===== config.mk =====
export PLATFORM = sky130hd
export DESIGN_NAME = symbol_mapper
export DESIGN_NICKNAME = d
export VERILOG_FILES = /design/src/rtl/symbol_mapper.sv
export SDC_FILE = /design/constraint.sdc
export NUM_CORES = 1
export LEC_CHECK = 0
export ABC_CLOCK_PERIOD_IN_PS = 5470
export BUFFER_PORTS_ARGS = -buffer_cell sky130_fd_sc_hd__buf_2
export CORE_MARGIN = 2
export CORE_UTILIZATION = 60
export CTS_CLUSTER_DIAMETER = 80
export DETAILED_ROUTE_END_ITERATION = 7
export GPL_ROUTABILITY_DRIVEN = 0
export PLACE_DENSITY = 0.82
export SKIP_CTS_REPAIR_TIMING = 1
export SLEW_MARGIN = 10
export SYNTH_ARGS = -nofsm -noshare
export SYNTH_HDL_FRONTEND = slang
export SYNTH_SLANG_ARGS = --single-unit

===== constraint.sdc =====
create_clock -name clk -period 5.47 [get_ports clk]
set_input_delay 1.094 -clock clk [delete_from_list [all_inputs] [get_ports clk]]
set_output_delay 1.094 -clock clk [all_outputs]
set_load 0.02 [all_outputs]

===== src/rtl/symbol_mapper.sv =====
// rtl/symbol_mapper.sv - FIFO byte consumer mapping bytes to I/Q symbols at a programmable rate (optional scrambler: SYMBOL_MAPPER_SCRAMBLE_EN)
module symbol_mapper #(
    parameter int DIV_W = 16,
    parameter int AMP   = 127
) (
    input  logic             clk,
    input  logic             rst,
    input  logic             en,
    input  logic [1:0]       mode,
    input  logic [DIV_W-1:0] baud_div,
    input  logic             baud_wr,
    input  logic             fifo_empty,
    input  logic [7:0]       fifo_q,
    output logic             fifo_rd,
    output logic [7:0]       i_mul,
    output logic [7:0]       q_mul,
    output logic             sym_stb,
    output logic             underflow,
    output logic             busy
);

    typedef enum logic [1:0] {
        ST_IDLE,
        ST_READ,
        ST_CAPTURE
    } state_t;

    localparam logic [1:0] MODE_BPSK  = 2'd0;
    localparam logic [1:0] MODE_QPSK  = 2'd1;
    localparam logic [1:0] MODE_QAM16 = 2'd2;

    // Full-scale and 16QAM levels; the inner level is AMP/3 truncated.
    localparam int         LVL    = AMP / 3;
    localparam logic [7:0] AMP_P  = 8'(AMP);
    localparam logic [7:0] AMP_N  = 8'(-AMP);
    localparam logic [7:0] L1_P   = 8'(LVL);
    localparam logic [7:0] L1_N   = 8'(-LVL);
    localparam logic [7:0] L3_P   = 8'(3 * LVL);
    localparam logic [7:0] L3_N   = 8'(-3 * LVL);

`ifdef SYMBOL_MAPPER_SCRAMBLE_EN
    localparam logic [6:0] SCR_SEED = 7'h7F;
`endif

    // Gray-coded 16QAM amplitude for one bit pair.
    function automatic logic [7:0] qam_level(input logic [1:0] b);
        logic [7:0] v;
        case (b)
            2'b00:   v = L3_N;
            2'b01:   v = L1_N;
            2'b11:   v = L1_P;
            default: v = L3_P;
        endcase
        return v;
    endfunction

    // Maps the leading bits of an MSB-aligned word to {I, Q}.
    function automatic logic [15:0] map_symbol(input logic [1:0] m, input logic [7:0] bits);
        logic [7:0] i_v;
        logic [7:0] q_v;
        i_v = 8'h00;
        q_v = 8'h00;
        case (m)
            MODE_BPSK: begin
                i_v = bits[7] ? AMP_P : AMP_N;
            end
            MODE_QPSK: begin
                i_v = bits[7] ? AMP_P : AMP_N;
                q_v = bits[6] ? AMP_P : AMP_N;
            end
            MODE_QAM16: begin
                i_v = qam_level(bits[7:6]);
                q_v = qam_level(bits[5:4]);
            end
            default: begin
                i_v = bits;
            end
        endcase
        return {i_v, q_v};
    endfunction

    // Drops the bits consumed by one symbol, keeping the remainder MSB-aligned.
    function automatic logic [7:0] shift_bits(input logic [1:0] m, input logic [7:0] bits);
        logic [7:0] r;
        case (m)
            MODE_BPSK:  r = {bits[6:0], 1'b0};
            MODE_QPSK:  r = {bits[5:0], 2'b00};
            MODE_QAM16: r = {bits[3:0], 4'h0};
            default:    r = 8'h00;
        endcase
        return r;
    endfunction

    // Symbols remaining after the first one of a freshly loaded byte.
    function automatic logic [2:0] syms_after_first(input logic [1:0] m);
        logic [2:0] r;
        case (m)
            MODE_BPSK:  r = 3'd7;
            MODE_QPSK:  r = 3'd3;
            MODE_QAM16: r = 3'd1;
            default:    r = 3'd0;
        endcase
        return r;
    endfunction

`ifdef SYMBOL_MAPPER_SCRAMBLE_EN
    // Additive scrambler over one byte, MSB first; returns {next state, scrambled byte}.
    function automatic logic [14:0] scramble(input logic [6:0] s_in, input logic [7:0] d);
        logic [6:0] s;
        logic [7:0] o;
        logic       f;
        s = s_in;
        o = 8'h00;
        for (int k = 7; k >= 0; k--) begin
            f    = s[6] ^ s[3];
            o[k] = d[k] ^ f;
            s    = {s[5:0], f};
        end
        return {s, o};
    endfunction
`endif

    state_t           state_q, state_d;
    logic             fifo_rd_q, fifo_rd_d;
    logic [DIV_W-1:0] div_q, div_d;
    logic [DIV_W-1:0] cnt_q, cnt_d;
    logic [7:0]       hold_q, hold_d;
    logic             hold_valid_q, hold_valid_d;
    logic [7:0]       shreg_q, shreg_d;
    logic [2:0]       count_q, count_d;
    logic [1:0]       mode_q, mode_d;
    logic [7:0]       i_q, i_d;
    logic [7:0]       q_q, q_d;
    logic             sym_stb_q, sym_stb_d;
    logic             underflow_q, underflow_d;
`ifdef SYMBOL_MAPPER_SCRAMBLE_EN
    logic [6:0]       scr_q, scr_d;
    logic             en_q, en_d;
`endif

    logic             tick;
    logic             capture;
    logic [7:0]       src_byte;
    logic [15:0]      sym_iq;

    // Symbol-rate divider: a write restarts the count and suppresses that cycle's tick.
    always_comb begin
        div_d = div_q;
        cnt_d = cnt_q;
        tick  = en && !baud_wr && (cnt_q == div_q);
        if (baud_wr) begin
            div_d = baud_div;
        end
        if (!en || baud_wr || (cnt_q == div_q)) begin
            cnt_d = '0;
        end else begin
            cnt_d = cnt_q + 1'b1;
        end
    end

    // Prefetch FSM: one outstanding read, captured into the holding byte.
    always_comb begin
        state_d   = state_q;
        fifo_rd_d = 1'b0;
        capture   = (state_q == ST_CAPTURE);
        case (state_q)
            ST_IDLE: begin
                if (en && !hold_valid_q && !fifo_empty) begin
                    state_d   = ST_READ;
                    fifo_rd_d = 1'b1;
                end
            end
            ST_READ:  state_d = ST_CAPTURE;
            default:  state_d = ST_IDLE;
        endcase
    end

    // Symbol engine: shift out the current byte, load the next one, or flag underflow.
    always_comb begin
        hold_d       = hold_q;
        hold_valid_d = hold_valid_q;
        shreg_d      = shreg_q;
        count_d      = count_q;
        mode_d       = mode_q;
        i_d          = i_q;
        q_d          = q_q;
        sym_stb_d    = 1'b0;
        underflow_d  = 1'b0;
        sym_iq       = 16'h0000;
        src_byte     = hold_valid_q ? hold_q : fifo_q;
`ifdef SYMBOL_MAPPER_SCRAMBLE_EN
        en_d  = en;
        scr_d = scr_q;
        if (en_q && !en) begin
            scr_d = SCR_SEED;
        end
`endif

        if (capture) begin
            hold_d       = fifo_q;
            hold_valid_d = 1'b1;
        end

        if (!en) begin
            shreg_d = 8'h00;
            count_d = 3'd0;
            i_d     = 8'h00;
            q_d     = 8'h00;
        end else if (tick) begin
            if (count_q != 3'd0) begin
                sym_iq    = map_symbol(mode_q, shreg_q);
                shreg_d   = shift_bits(mode_q, shreg_q);
                count_d   = count_q - 1'b1;
                i_d       = sym_iq[15:8];
                q_d       = sym_iq[7:0];
                sym_stb_d = 1'b1;
            end else if (hold_valid_q || capture) begin
`ifdef SYMBOL_MAPPER_SCRAMBLE_EN
                {scr_d, src_byte} = scramble(scr_q, src_byte);
`endif
                sym_iq       = map_symbol(mode, src_byte);
                shreg_d      = shift_bits(mode, src_byte);
                count_d      = syms_after_first(mode);
                mode_d       = mode;
                hold_valid_d = 1'b0;
                i_d          = sym_iq[15:8];
                q_d          = sym_iq[7:0];
                sym_stb_d    = 1'b1;
            end else begin
                i_d         = 8'h00;
                q_d         = 8'h00;
                underflow_d = 1'b1;
            end
        end
    end

    // State and registered outputs.
    always_ff @(posedge clk) begin
        if (rst) begin
            state_q      <= ST_IDLE;
            fifo_rd_q    <= 1'b0;
            div_q        <= '0;
            cnt_q        <= '0;
            hold_q       <= 8'h00;
            hold_valid_q <= 1'b0;
            shreg_q      <= 8'h00;
            count_q      <= 3'd0;
            mode_q       <= 2'd0;
            i_q          <= 8'h00;
            q_q          <= 8'h00;
            sym_stb_q    <= 1'b0;
            underflow_q  <= 1'b0;
`ifdef SYMBOL_MAPPER_SCRAMBLE_EN
            scr_q        <= SCR_SEED;
            en_q         <= 1'b0;
`endif
        end else begin
            state_q      <= state_d;
            fifo_rd_q    <= fifo_rd_d;
            div_q        <= div_d;
            cnt_q        <= cnt_d;
            hold_q       <= hold_d;
            hold_valid_q <= hold_valid_d;
            shreg_q      <= shreg_d;
            count_q      <= count_d;
            mode_q       <= mode_d;
            i_q          <= i_d;
            q_q          <= q_d;
            sym_stb_q    <= sym_stb_d;
            underflow_q  <= underflow_d;
`ifdef SYMBOL_MAPPER_SCRAMBLE_EN
            scr_q        <= scr_d;
            en_q         <= en_d;
`endif
        end
    end

    assign fifo_rd   = fifo_rd_q;
    assign i_mul     = i_q;
    assign q_mul     = q_q;
    assign sym_stb   = sym_stb_q;
    assign underflow = underflow_q;
    assign busy      = hold_valid_q | (count_q != 3'd0) | (state_q != ST_IDLE);

endmodule

-- Yosys cells after proc, flatten, opt, wreduce, memory -nomap -nowiden
Index checks and enable logic that the tools add are counted.
- flip-flop bits (word level): 75
- output and inout bits: 20
- logic and storage cells: 102
- input port bits: 31
- mux-type cells: 35
- $add $sub $neg: 2
- equal/unequal tests: 16
- bitwise operators: 6
- reduce and logical (&&, ||, !) cells: 30
- operator list (kind ; number):
    one-hot mux 8 bit (3 select lines) ; 6
    two-way mux 8 bit ; 11
    one-hot mux 8 bit (2 select lines) ; 4
    adder 16 x 1 -> 16 bit, second input constant ; 1
    equality test 16 bit ; 1
    equality test 2 x 1 -> 1 bit, second input constant ; 7
    equality test 2 bit, second input constant ; 7
    zero test 2 bit ; 7
    OR reduction 2 bit ; 5
    two-way mux 1 bit ; 9
    one-hot mux 3 bit (3 select lines) ; 1
    two-way mux 3 bit ; 2
    logical AND 1 bit ; 4
    zero test 1 bit ; 4
    NOT 1 bit ; 4
    one-hot mux 2 bit (2 select lines) ; 1
    AND reduction 4 bit ; 1
    nonzero test 2 bit ; 2
    OR reduction 4 bit ; 1
    logical OR 1 bit ; 3
    nonzero test 3 bit ; 1
    OR reduction 3 bit ; 1
    subtractor 3 x 1 -> 3 bit, second input constant ; 1
    two-way mux 2 bit ; 1
    3 further kinds ; 4

-- Depth between registers and ports, before layout
Gate-level depths: netlist of the first run.
- depth after elaboration: 6
- depth in mapped cells: 9
- depth with buffers taken out: 7

-- Worst setup path after synthesis of the first run
No wires, ideal clock.
- path type: in2reg
- start point: in mode[1]
- end point: reg i_q[6] (netlist: i_mul[6])
- stages: 8
- data required time: 5.336 ns
- path buffers: 1
- library setup time: 0.134 ns
- data arrival time: 2.364 ns
- slack: 2.972 ns
- cells stage by stage: inv_1 ha_1 clkbuf_1 or2_2 a21oi_1 o311ai_0 a31oi_1 a211oi_1
- cells in the longest elaborated chain, start to end: 5
- elaborated cells on any way between the ends: 7
- classes of those cells: eq/ne: 2; mux: 3; reduce/logical: 2
- ends and longest elaborated chain (element ; RTL line ; source):
    start: declaration ; 9 ; input logic [1:0] mode,
    equality test 2 x 1 -> 1 bit or zero test 2 bit (tied branches) ; 63 ; case (m)
    OR reduction 2 bit (no source line) ; -- ;
    one-hot mux 8 bit (2 select lines) (*) ; 63 ;
    two-way mux 8 bit (*) ; 217 ; end else if (hold_valid_q || capture) begin
    two-way mux 8 bit (*) ; 210 ; if (count_q != 3'd0) begin
    end signal: assignment ; 267 ; i_q <= i_d;
    end: declaration ; 132 ; logic [7:0] i_q, i_d;
Every way passes the cells marked *; elsewhere a longest branch is shown, timed or not.
A chain may end at the register's enable or synchronous reset.

-- Worst setup path after layout of the first run
- start point: reg count_q[0]
- end point: out busy
- cells in the longest elaborated chain, start to end: 3
- ends and longest elaborated chain (element ; RTL line ; source):
    start: declaration ; 130 ; logic [2:0] count_q, count_d;
    start signal: assignment ; 265 ; count_q <= count_d;
    nonzero test 3 bit ; 283 ; assign busy = hold_valid_q | (count_q != 3'd0) | (state_q != ST_IDLE);
    bitwise OR 1 bit (2 in a row) ; 283 ;
    end: declaration ; 19 ; output logic busy
Every way passes these cells.

==> run_results.csv, run 1 <==
group,metric,value,unit
outcome,outcome,"complete, no violations",
critical_path,crit_type,"flop to output pin",
floorplan,start_util,61.5,%
critical_path,crit_arrival,1.82,ns
clocking,cts_sinks,71,
critical_path,crit_required,4.38,ns
placement,port_buffers,50,
clocking,ctsHtreeMaxLevel,3,
synthesis,syn_avg_cell_area,8.61,sq um
sta,min_period,2.91,ns
clocking,numCtsBuffers,9,
final_layout,drive_gt1_share,19.8,%
routing,ant_nets,0,
pwr,switchingPower,0.000295,W
pwr,power_frac_seq,49.5,%
final_layout,antenna_cells,0,
sta,drv_slew,0,
placement,hpwl,7.19,mm
final_layout,final_util,67.4,%
worst_hold_path,holdPathStages,2,
floorplan,row_count,30,
pwr,power_density,238,nW/um^2
critical_path,critPathMaxStageDelay,0.38,ns
critical_path,rr_worst_depth,6,
pwr,power_frac_clock,38.5,%
pwr,irDropWorstVdd,0.248,mV
critical_path,start_kind,"flop",
sta,grt_setup_unrepaired,"false",
global_routing,antenna_found_initial,0,
flow_run,drv_cap,0,
routing,first_pass_iters,6,
floorplan,coreArea,6760,sq um
final_layout,areaGrowthSynthToFinish,9.48,%
floorplan,dieArea,7610,sq um
synthesis,synth_top_area_share,34.2,%
final_layout,final_nets,562,
global_routing,grtUsageTotal,27.3,%
sta,period_share,53.2,%
final_layout,fill_cells,550,
sta,fin_ws,2.56,ns
clocking,clk_latency,0.34,ns
routing,drt-initial-drc-count,419,
routing,drt_wl_total,9.93,mm
sta,finalSetupTns,0,ns
critical_path,cp_max_fo,9,
pwr,swShare,27.2,%
floorplan,ios,51,
global_routing,grt_max_degree,32,
sta,skew,0.00775,ns
clocking,clockBufferDepth,2,
critical_path,cp_cell_sequence,"inv_1, ha_1, nand2b_1, or2_2, buf_2",
pwr,p_int,0.000787,W
synthesis,synth_area,4160,sq um
critical_path,end_kind,"output pin",
floorplan,dieHeight,87.2,um
pwr,leakagePower,1.71,nW
sta,setup_viol,0,
sta,timing_hold_violations_final,0,
synthesis,syn_inst,483,
sta,tightest_slew,0.839,ns
clocking,clk_pin_slew,0.08,ns
clocking,cts-root-buf,"clkbuf_8",
global_routing,grt_pass1_wl,16.4,mm
synthesis,yosysUniqueCellTypes,56,
sta,slew_headroom,43.9,%
routing,wire_per_inst,16.7,um
sta,fmax,344,MHz
floorplan,die_x,87.2,um
synthesis,synth-edff-count,0,
placement,post-place-ws,2.19,ns
synthesis,yosysSeqAreaShare,34.2,%
routing,vias,3710,
synthesis,synth_area_leader_cell,"dfxtp_1",
worst_hold_path,hold_path.class,"flop to flop",
global_routing,grt_overflow,0,
routing,drc,0,
synthesis,ys_top_cells_by_area,"dfxtp_1 34%, ha_1 6.0%, mux2i_1 6.0%, a21oi_1 4.7%, xnor2_1 4.6%",
global_routing,grt_pass1_vias,3356,
clocking,cts_tree,"built",
routing,via_per_inst,6.22,
synthesis,synth_nets,534,
synthesis,ys_seq_elements,71,
synthesis,synth-main-ff-cell,"dfxtp_1",
pwr,p_comb_share,11.9,%
synthesis,async_flop_share,0,%
critical_path,cpMaxStageDelayCell,"or2_2",
synthesis,yosysWarnings,0,
[per-layer routing]
metal	global-route usage, %	part of all wire (%)	wire length [um]	up-vias
met2	40.5	45	4450	184
met5	0	0	0	-
met3	6.54	8.7	860	25
li1	-	-	-	1762
met4	6.43	1.3	133	0
met1	39.9	45	4490	1739
[critical path: cells and delay by family (launching register included)]
family | cells | cell delay, ns
buffers and inverters | 2 | 0.26
DFF | 1 | 0.32
adders and majority gates | 1 | 0.23
and+or+nand+nor | 2 | 0.66
[layout by cell type (no fill, tap or decap), types with 14 or more instances in the layout]
cell type	n
nand3_1	14
a21oi_1	39
dfxtp_1	71
xnor2_1	22
nand2_1	44
inv_1	17
nor2_1	39
nor3_1	16
buf_2	50
ha_1	20
mux2i_1	25
[power by group through the flow]
stage | combinational [W] | sequential [W] | clock [W]
2_1_floorplan | 0.0000924 | 0.000546 | 0
3_3_place_gp | 0.000121 | 0.000547 | 0
3_5_place_dp | 0.000125 | 0.000548 | 0
4_1_cts | 0.000126 | 0.000536 | 0.000420
5_1_grt | 0.000140 | 0.000537 | 0.000448
6_report | 0.000129 | 0.000536 | 0.000416
[through the flow]
| stage | cells | instance area, sq um | hold slack [ns] | power, W |
|---|---|---|---|---|
| after floorplan | 483 | 4160 | 0.429 | 0.000638 |
| after global placement | 580 | 4350 | 0.438 | 0.000669 |
| after CTS | 596 | 4540 | 0.457 | 0.00108 |
| final | 596 | 4550 | 0.455 | 0.00108 |
| after global routing | 596 | 4550 | 0.482 | 0.00113 |
| after detailed placement | 580 | 4350 | 0.447 | 0.000672 |
[cell families (layout without fill, tap and decap cells)]
family / Yosys count / in the layout / synth area share (%)
simple gates: 172 / 172 / 22.2
compound gates: 104 / 104 / 16.4
flops: 71 / 71 / 34.2
buf+inv: 51 / 84 / 5.57
mux: 33 / 33 / 8.19
xor+xnor: 32 / 32 / 7.46
fa+ha+maj: 20 / 20 / 6.02
[registers in the layout, summed over array words and instances (netlist names), 2 cells and up]
name	count
hold_q	8
mode_q	2
div_q	16
i_mul	8
cnt_q	16
q_mul	5
shreg_q	7
state_q	2
count_q	3
[synthesized netlist by cell type (2+ instances only)]
master	count
mux2_2	8
clkbuf_1	17
nor2_1	39
buf_2	7
xnor2_2	4
inv_1	17
or3_1	6
a22oi_1	11
o311ai_0	3
ha_1	20
o31a_1	2
buf_4	4
xnor2_1	22
buf_1	5
and2_1	2
a21oi_1	39
nand3_1	14
nor2_2	3
or2_2	4
nand2b_1	7
o32ai_1	2
and3_1	3
dfxtp_1	71
a31oi_1	3
o31ai_1	6
nor3_1	17
mux2i_1	25
nand4_2	2
nor2b_1	6
xor2_1	6
a211oi_1	11
nor3b_1	2
nor2_4	8
nand4_1	8
o22ai_1	5
o21ai_0	8
nor4_1	2
nand2_1	44
a222oi_1	3
[final timing paths]
path / from / slack (ns) / to
worst max register to register: mode_q[1] / 3.15 / i_mul[7]
worst max-delay path: count_q[0] / 2.56 / busy
worst min register to register: hold_q[5] / 0.46 / hold_q[5]
worst min-delay path: hold_q[5] / 0.46 / hold_q[5]
[cell type report]
type | count | area [sq um] | share of cell area [%]
clock buffers | 9 | 124 | 2.72
inverters | 17 | 63.8 | 1.40
clock inverters | 7 | 72.6 | 1.59
flip-flops and latches | 71 | 1420 | 31.2
repair buffers | 51 | 258 | 5.66
well taps | 80 | 100 | 2.20
multi-input cells | 361 | 2510 | 55.2
Power figures use the tool's default switching activity.
==> run 2, diff against run 1 <==
--- a/config.mk
+++ b/config.mk
@@ -5,14 +5,14 @@
 export SDC_FILE = /design/constraint.sdc
 export NUM_CORES = 1
 export LEC_CHECK = 0
-export ABC_CLOCK_PERIOD_IN_PS = 5470
+export ABC_CLOCK_PERIOD_IN_PS = 2700
 export BUFFER_PORTS_ARGS = -buffer_cell sky130_fd_sc_hd__buf_2
 export CORE_MARGIN = 2
-export CORE_UTILIZATION = 60
+export CORE_UTILIZATION = 58
 export CTS_CLUSTER_DIAMETER = 80
 export DETAILED_ROUTE_END_ITERATION = 7
 export GPL_ROUTABILITY_DRIVEN = 0
-export PLACE_DENSITY = 0.82
+export PLACE_DENSITY = 0.8
 export SKIP_CTS_REPAIR_TIMING = 1
 export SLEW_MARGIN = 10
 export SYNTH_ARGS = -nofsm -noshare
==> constraint.sdc (replaced) <==
create_clock -name clk -period 2.7 [get_ports clk]
set_input_delay 0.54 -clock clk [delete_from_list [all_inputs] [get_ports clk]]
set_output_delay 0.54 -clock clk [all_outputs]
set_load 0.02 [all_outputs]
==> run 2 against run 1 <==
Clock power is 82% higher. Power is 95% higher. Worst hold slack worse by 0.078 ns. Sequential cell count stayed put. Via count is 0.75% lower. Sequential share of layout area is 0.30 points lower. Die area is 3.3% higher. Clock skew is 0.0024 ns higher. Critical path depth stayed put. Non-clock buffer count is 7 higher. Count of clock-buffer cells in the layout is 2 higher. Combinational power is 110% higher. Critical path type unchanged. Highest routed layer unchanged.
==> run_results.csv, run 2 (synthesized netlist as in run 1, its figures left out) <==
group,metric,value,unit
outcome,outcome,"complete, no violations",
routing,drt_wl_total,9.83,mm
critical_path,cp_max_fo,9,
placement,port_buffers,50,
global_routing,grt_overflow,0,
critical_path,endpoint,"busy",
critical_path,start_kind,"flop",
clocking,cts-root-buf,"clkbuf_8",
global_routing,gr-usage-met2,37.0,%
placement,hpwl,7.28,mm
sta,min_period,2.33,ns
sta,grt_setup_unrepaired,"false",
final_layout,final_common_cell,"dfxtp_1",
routing,ant_nets,0,
global_routing,grtUsageTotal,25.8,%
critical_path,r2r_end,"i_mul[7]",
critical_path,reg2reg_slack,0.54,ns
flow_run,drv_cap,0,
final_layout,mostFrequentLayoutCells,"71 x dfxtp_1, 50 x buf_2, 44 x nand2_1",
routing,wire_per_inst,15.9,um
sta,slew_headroom,54.7,%
global_routing,grt_max_degree,32,
sta,fin_ws,0.368,ns
pwr,leakagePower,1.73,nW
floorplan,coreArea,6870,sq um
sta,tightest_slew,0.679,ns
routing,drc,0,
clocking,clockBufferDepth,2,
clocking,cts_tree,"built",
floorplan,dieArea,7860,sq um
floorplan,start_util,60.5,%
floorplan,die_x,88.7,um
global_routing,grt_util_met1,37.9,%
final_layout,drive_gt1_share,20.3,%
global_routing,use_met3,4.94,%
clocking,cts_sinks,71,
clocking,ctsHtreeMaxLevel,3,
sta,drv_slew,0,
sta,skew,0.0101,ns
sta,timing_hold_violations_final,0,
critical_path,startpoint,"count_q[0]",
global_routing,grt_most_used_layer,"met1",
global_routing,grt_pass1_vias,3270,
sta,fmax,429,MHz
floorplan,dieHeight,88.7,um
worst_hold_path,hold_path.class,"primary input to flop",
routing,vias,3682,
floorplan,row_count,30,
placement,post-place-ws,0.359,ns
final_layout,areaGrowthSynthToFinish,10.5,%
pwr,power_density,459,nW/um^2
clocking,numCtsBuffers,9,
sta,finalSetupTns,0,ns
final_layout,top_regs,"cnt_q (16), div_q (16)",
routing,first_pass_iters,7,
critical_path,rr_worst_depth,6,
critical_path,end_kind,"output pin",
global_routing,antenna_found_initial,0,
final_layout,antenna_cells,0,
sta,period_share,86.4,%
pwr,irDropWorstVdd,0.443,mV
critical_path,crit_type,"flop to output pin",
routing,via_per_inst,5.95,
global_routing,grt_pass1_wl,15.8,mm
critical_path,reg2reg_from,"mode_q[1]",
floorplan,ios,51,
routing,drt-initial-drc-count,334,
final_layout,final_nets,569,
critical_path,crit_required,2.16,ns
clocking,clk_latency,0.35,ns
final_layout,fill_cells,590,
critical_path,crit_arrival,1.79,ns
clocking,clk_pin_slew,0.08,ns
sta,setup_viol,0,
## run 2: worst max-delay path, stage by stage (launching register included)
cell and delay [ns]:
dfxtp_1 0.32, inv_1 0.10, ha_1 0.24, nand2b_1 0.26, or2_2 0.37, buf_2 0.16
## run 2: through the flow
step	hold WS (ns)	std cells	power (W)	area [sq um]	utilization (%)
after floorplan	0.429	483	0.00129	4160	-
after global placement	0.440	603	0.00136	4420	64.4
after detailed placement	0.445	603	0.00137	4420	64.4
after CTS	0.369	619	0.00212	4600	66.9
after global routing	0.391	619	0.00218	4600	66.9
final	0.377	619	0.00211	4600	66.9
## run 2: worst min path at each step
| stage | startpoint | to | slack [ns] | depth (start not counted) |
|---|---|---|---|---|
| after floorplan | state_q[1] | state_q[1] | 0.43 | 1 |
| after global placement | hold_q[2] | hold_q[2] | 0.44 | 2 |
| after detailed placement | hold_q[1] | hold_q[1] | 0.45 | 2 |
| after CTS | fifo_empty | state_q[0] | 0.37 | 2 |
| after global routing | fifo_empty | state_q[0] | 0.39 | 2 |
| final | fifo_empty | state_q[0] | 0.38 | 2 |
## run 2: layer usage
| layer | share of wire, % | routed length [um] | vias up |
|---|---|---|---|
| met1 | 47 | 4630 | 1699 |
| li1 | - | - | 1778 |
| met5 | 0 | 0 | - |
| met4 | 2.7 | 261 | 0 |
| met3 | 7.6 | 752 | 29 |
| met2 | 43 | 4190 | 176 |
## run 2: final cells by class
cell class	instances	area, sq um	share of cell area, %
Inverter	17	63.8	1.39
Sequential cell	71	1420	30.9
Timing Repair Buffer	58	310	6.75
Clock inverter	5	33.8	0.735
Clock buffer	11	141	3.08
Multi-Input combinational cell	361	2500	54.5
Tap cell	96	120	2.61
## run 2: power breakdown
group          internal [W]  switching, W
Sequential          0.00107     0.0000180
Combinational      0.000105      0.000161
Clock              0.000357      0.000403
Total               0.00153      0.000582
==> run 3, diff against run 2 <==
==> config.mk (replaced) <==
export PLATFORM = sky130hd
export DESIGN_NAME = symbol_mapper
export DESIGN_NICKNAME = d
export VERILOG_FILES = /design/src/rtl/symbol_mapper.sv
export SDC_FILE = /design/constraint.sdc
export NUM_CORES = 1
export LEC_CHECK = 0
export ABC_CLOCK_PERIOD_IN_PS = 3010
export BUFFER_PORTS_ARGS = -buffer_cell sky130_fd_sc_hd__buf_4
export CORE_MARGIN = 2
export CORE_UTILIZATION = 60
export CTS_CLUSTER_DIAMETER = 80
export CTS_CLUSTER_SIZE = 25
export DETAILED_ROUTE_END_ITERATION = 7
export GPL_ROUTABILITY_DRIVEN = 0
export PLACE_DENSITY = 0.82
export SKIP_CTS_REPAIR_TIMING = 1
export SLEW_MARGIN = 10
export SYNTH_ARGS = -nofsm -noshare
export SYNTH_HDL_FRONTEND = slang
export SYNTH_SLANG_ARGS = --single-unit
==> constraint.sdc (replaced) <==
create_clock -name clk -period 3.01 [get_ports clk]
set_input_delay 0.602 -clock clk [delete_from_list [all_inputs] [get_ports clk]]
set_output_delay 0.602 -clock clk [all_outputs]
set_load 0.02 [all_outputs]
==> run 3 against run 2 <==
First-iteration DRC count down 1.8%. Worst setup slack improved by 0.27 ns. Non-clock buffer count shrank 2. Final cell count is 3.1% lower. Via count is 0.22% lower. Clock skew shrank 0.0020 ns. Utilization grew 2.3 points. Routed wire length up 0.41%. Combinational power fell by 6%. Critical endpoint unchanged.
==> run_results.csv, run 3 (synthesized netlist as in run 1, its figures left out) <==
group,metric,value,unit
outcome,outcome,"complete, no violations",
routing,wire_per_inst,16.5,um
clocking,clk_latency,0.34,ns
routing,first_pass_iters,5,
pwr,irDropWorstVdd,0.292,mV
floorplan,start_util,61.5,%
floorplan,dieArea,7610,sq um
routing,drt_wl_total,9.87,mm
floorplan,ios,51,
sta,fin_ws,0.641,ns
final_layout,final_nets,567,
critical_path,crit_required,2.41,ns
global_routing,grt_util_met1,40.8,%
routing,ant_nets,0,
routing,drc,0,
final_layout,mostFrequentLayoutCells,"71 x dfxtp_1, 56 x buf_4, 44 x nand2_1",
placement,post-place-ws,0.676,ns
sta,drv_slew,0,
sta,tightest_slew,0.818,ns
final_layout,final_common_cell,"dfxtp_1",
routing,vias,3674,
critical_path,start_kind,"flop",
sta,skew,0.00815,ns
worst_hold_path,hold_path.class,"primary input to flop",
clocking,cts_sinks,71,
placement,hpwl,7.24,mm
clocking,clockBufferDepth,2,
global_routing,grt_most_used_layer,"met1",
final_layout,fin_area,4670,sq um
final_layout,drive_gt1_share,20.0,%
critical_path,cp_max_fo,9,
floorplan,coreArea,6760,sq um
global_routing,grt_max_degree,32,
critical_path,crit_arrival,1.77,ns
global_routing,use_met3,5.59,%
global_routing,gr-usage-met2,40.4,%
routing,drt-initial-drc-count,328,
critical_path,crit_type,"flop to output pin",
sta,fmax,422,MHz
clocking,cts_tree,"built",
clocking,clk_pin_slew,0.08,ns
global_routing,grt_pass1_wl,16.7,mm
pwr,leakagePower,1.74,nW
clocking,numCtsBuffers,9,
clocking,cts-root-buf,"clkbuf_8",
final_layout,final-seq-area,1420,sq um
final_layout,areaGrowthSynthToFinish,12.4,%
sta,hold-worst-slack,0.428,ns
floorplan,die_x,87.2,um
global_routing,antenna_found_initial,0,
sta,period_share,78.7,%
final_layout,multi_input_area,2500,sq um
clocking,ctsHtreeMaxLevel,3,
pwr,power_density,401,nW/um^2
sta,setup_viol,0,
final_layout,fill_cells,543,
sta,finalSetupTns,0,ns
sta,grt_setup_unrepaired,"false",
global_routing,grtUsageTotal,27.8,%
global_routing,grt_overflow,0,
final_layout,top_regs,"cnt_q (16), div_q (16)",
sta,slew_headroom,45.3,%
sta,min_period,2.37,ns
sta,timing_hold_violations_final,0,
routing,via_per_inst,6.12,
final_layout,antenna_cells,0,
floorplan,dieHeight,87.2,um
floorplan,row_count,30,
global_routing,grt_pass1_vias,3357,
placement,port_buffers,50,
placement,dpl_cell_area,4510,sq um
critical_path,end_kind,"output pin",
flow_run,drv_cap,0,
[run 3: changes by cell type in the layout (fill, tap and decap cells not counted)]
cell      change
buf_2        -50
buf_4        +48
clkbuf_1      -1
clkbuf_8      -1
clkinv_2      +1
[run 3: cell type report]
| class | instances | share of cell area, % |
|---|---|---|
| inverter | 17 | 1.37 |
| timing repair buffer | 56 | 9.00 |
| sequential | 71 | 30.4 |
| clock buffer | 9 | 2.65 |
| clock inverter | 6 | 0.830 |
| multi-input combinational | 361 | 53.6 |
| tap | 80 | 2.14 |
[run 3: worst paths after layout]
| kind | start | end | slack (ns) | cells past startpoint |
|---|---|---|---|---|
| worst max register to register | mode_q[1] | i_mul[7] | 0.82 | 6 |
| worst min-delay path | fifo_empty | state_q[0] | 0.43 | 2 |
| worst min register to register | hold_q[0] | hold_q[0] | 0.45 | 2 |
| worst max-delay path | count_q[0] | busy | 0.64 | 5 |
[run 3: metal layers]
layer / part of all wire, % / vias to the layer above / routed length, um
met5: 0 / - / 0
met4: 2.2 / 0 / 216
met3: 7.9 / 26 / 779
met2: 43 / 167 / 4290
met1: 46 / 1701 / 4590
li1: - / 1780 / -
[run 3: where the power goes]
part / internal, W / switching (W) / leakage (nW)
Combinational: 0.000104 / 0.000145 / 1.08
Clock: 0.000291 / 0.000358 / 0.0809
Sequential: 0.000957 / 0.0000164 / 0.576
Total: 0.00135 / 0.000519 / 1.74
[run 3: worst max-delay path, stage by stage (launching register included)]
cell and delay [ns]:
dfxtp_1 0.31, inv_1 0.10, ha_1 0.23, nand2b_1 0.25, or2_2 0.37, buf_4 0.16
[run 3: metrics by stage]
stage	util, %	power (W)	instances
6_report	69.2	0.00187	600
5_1_grt	69.2	0.00195	600
4_1_cts	69.2	0.00188	600
3_5_place_dp	66.8	0.00124	585
3_3_place_gp	66.8	0.00123	585
2_1_floorplan	-	0.00116	483
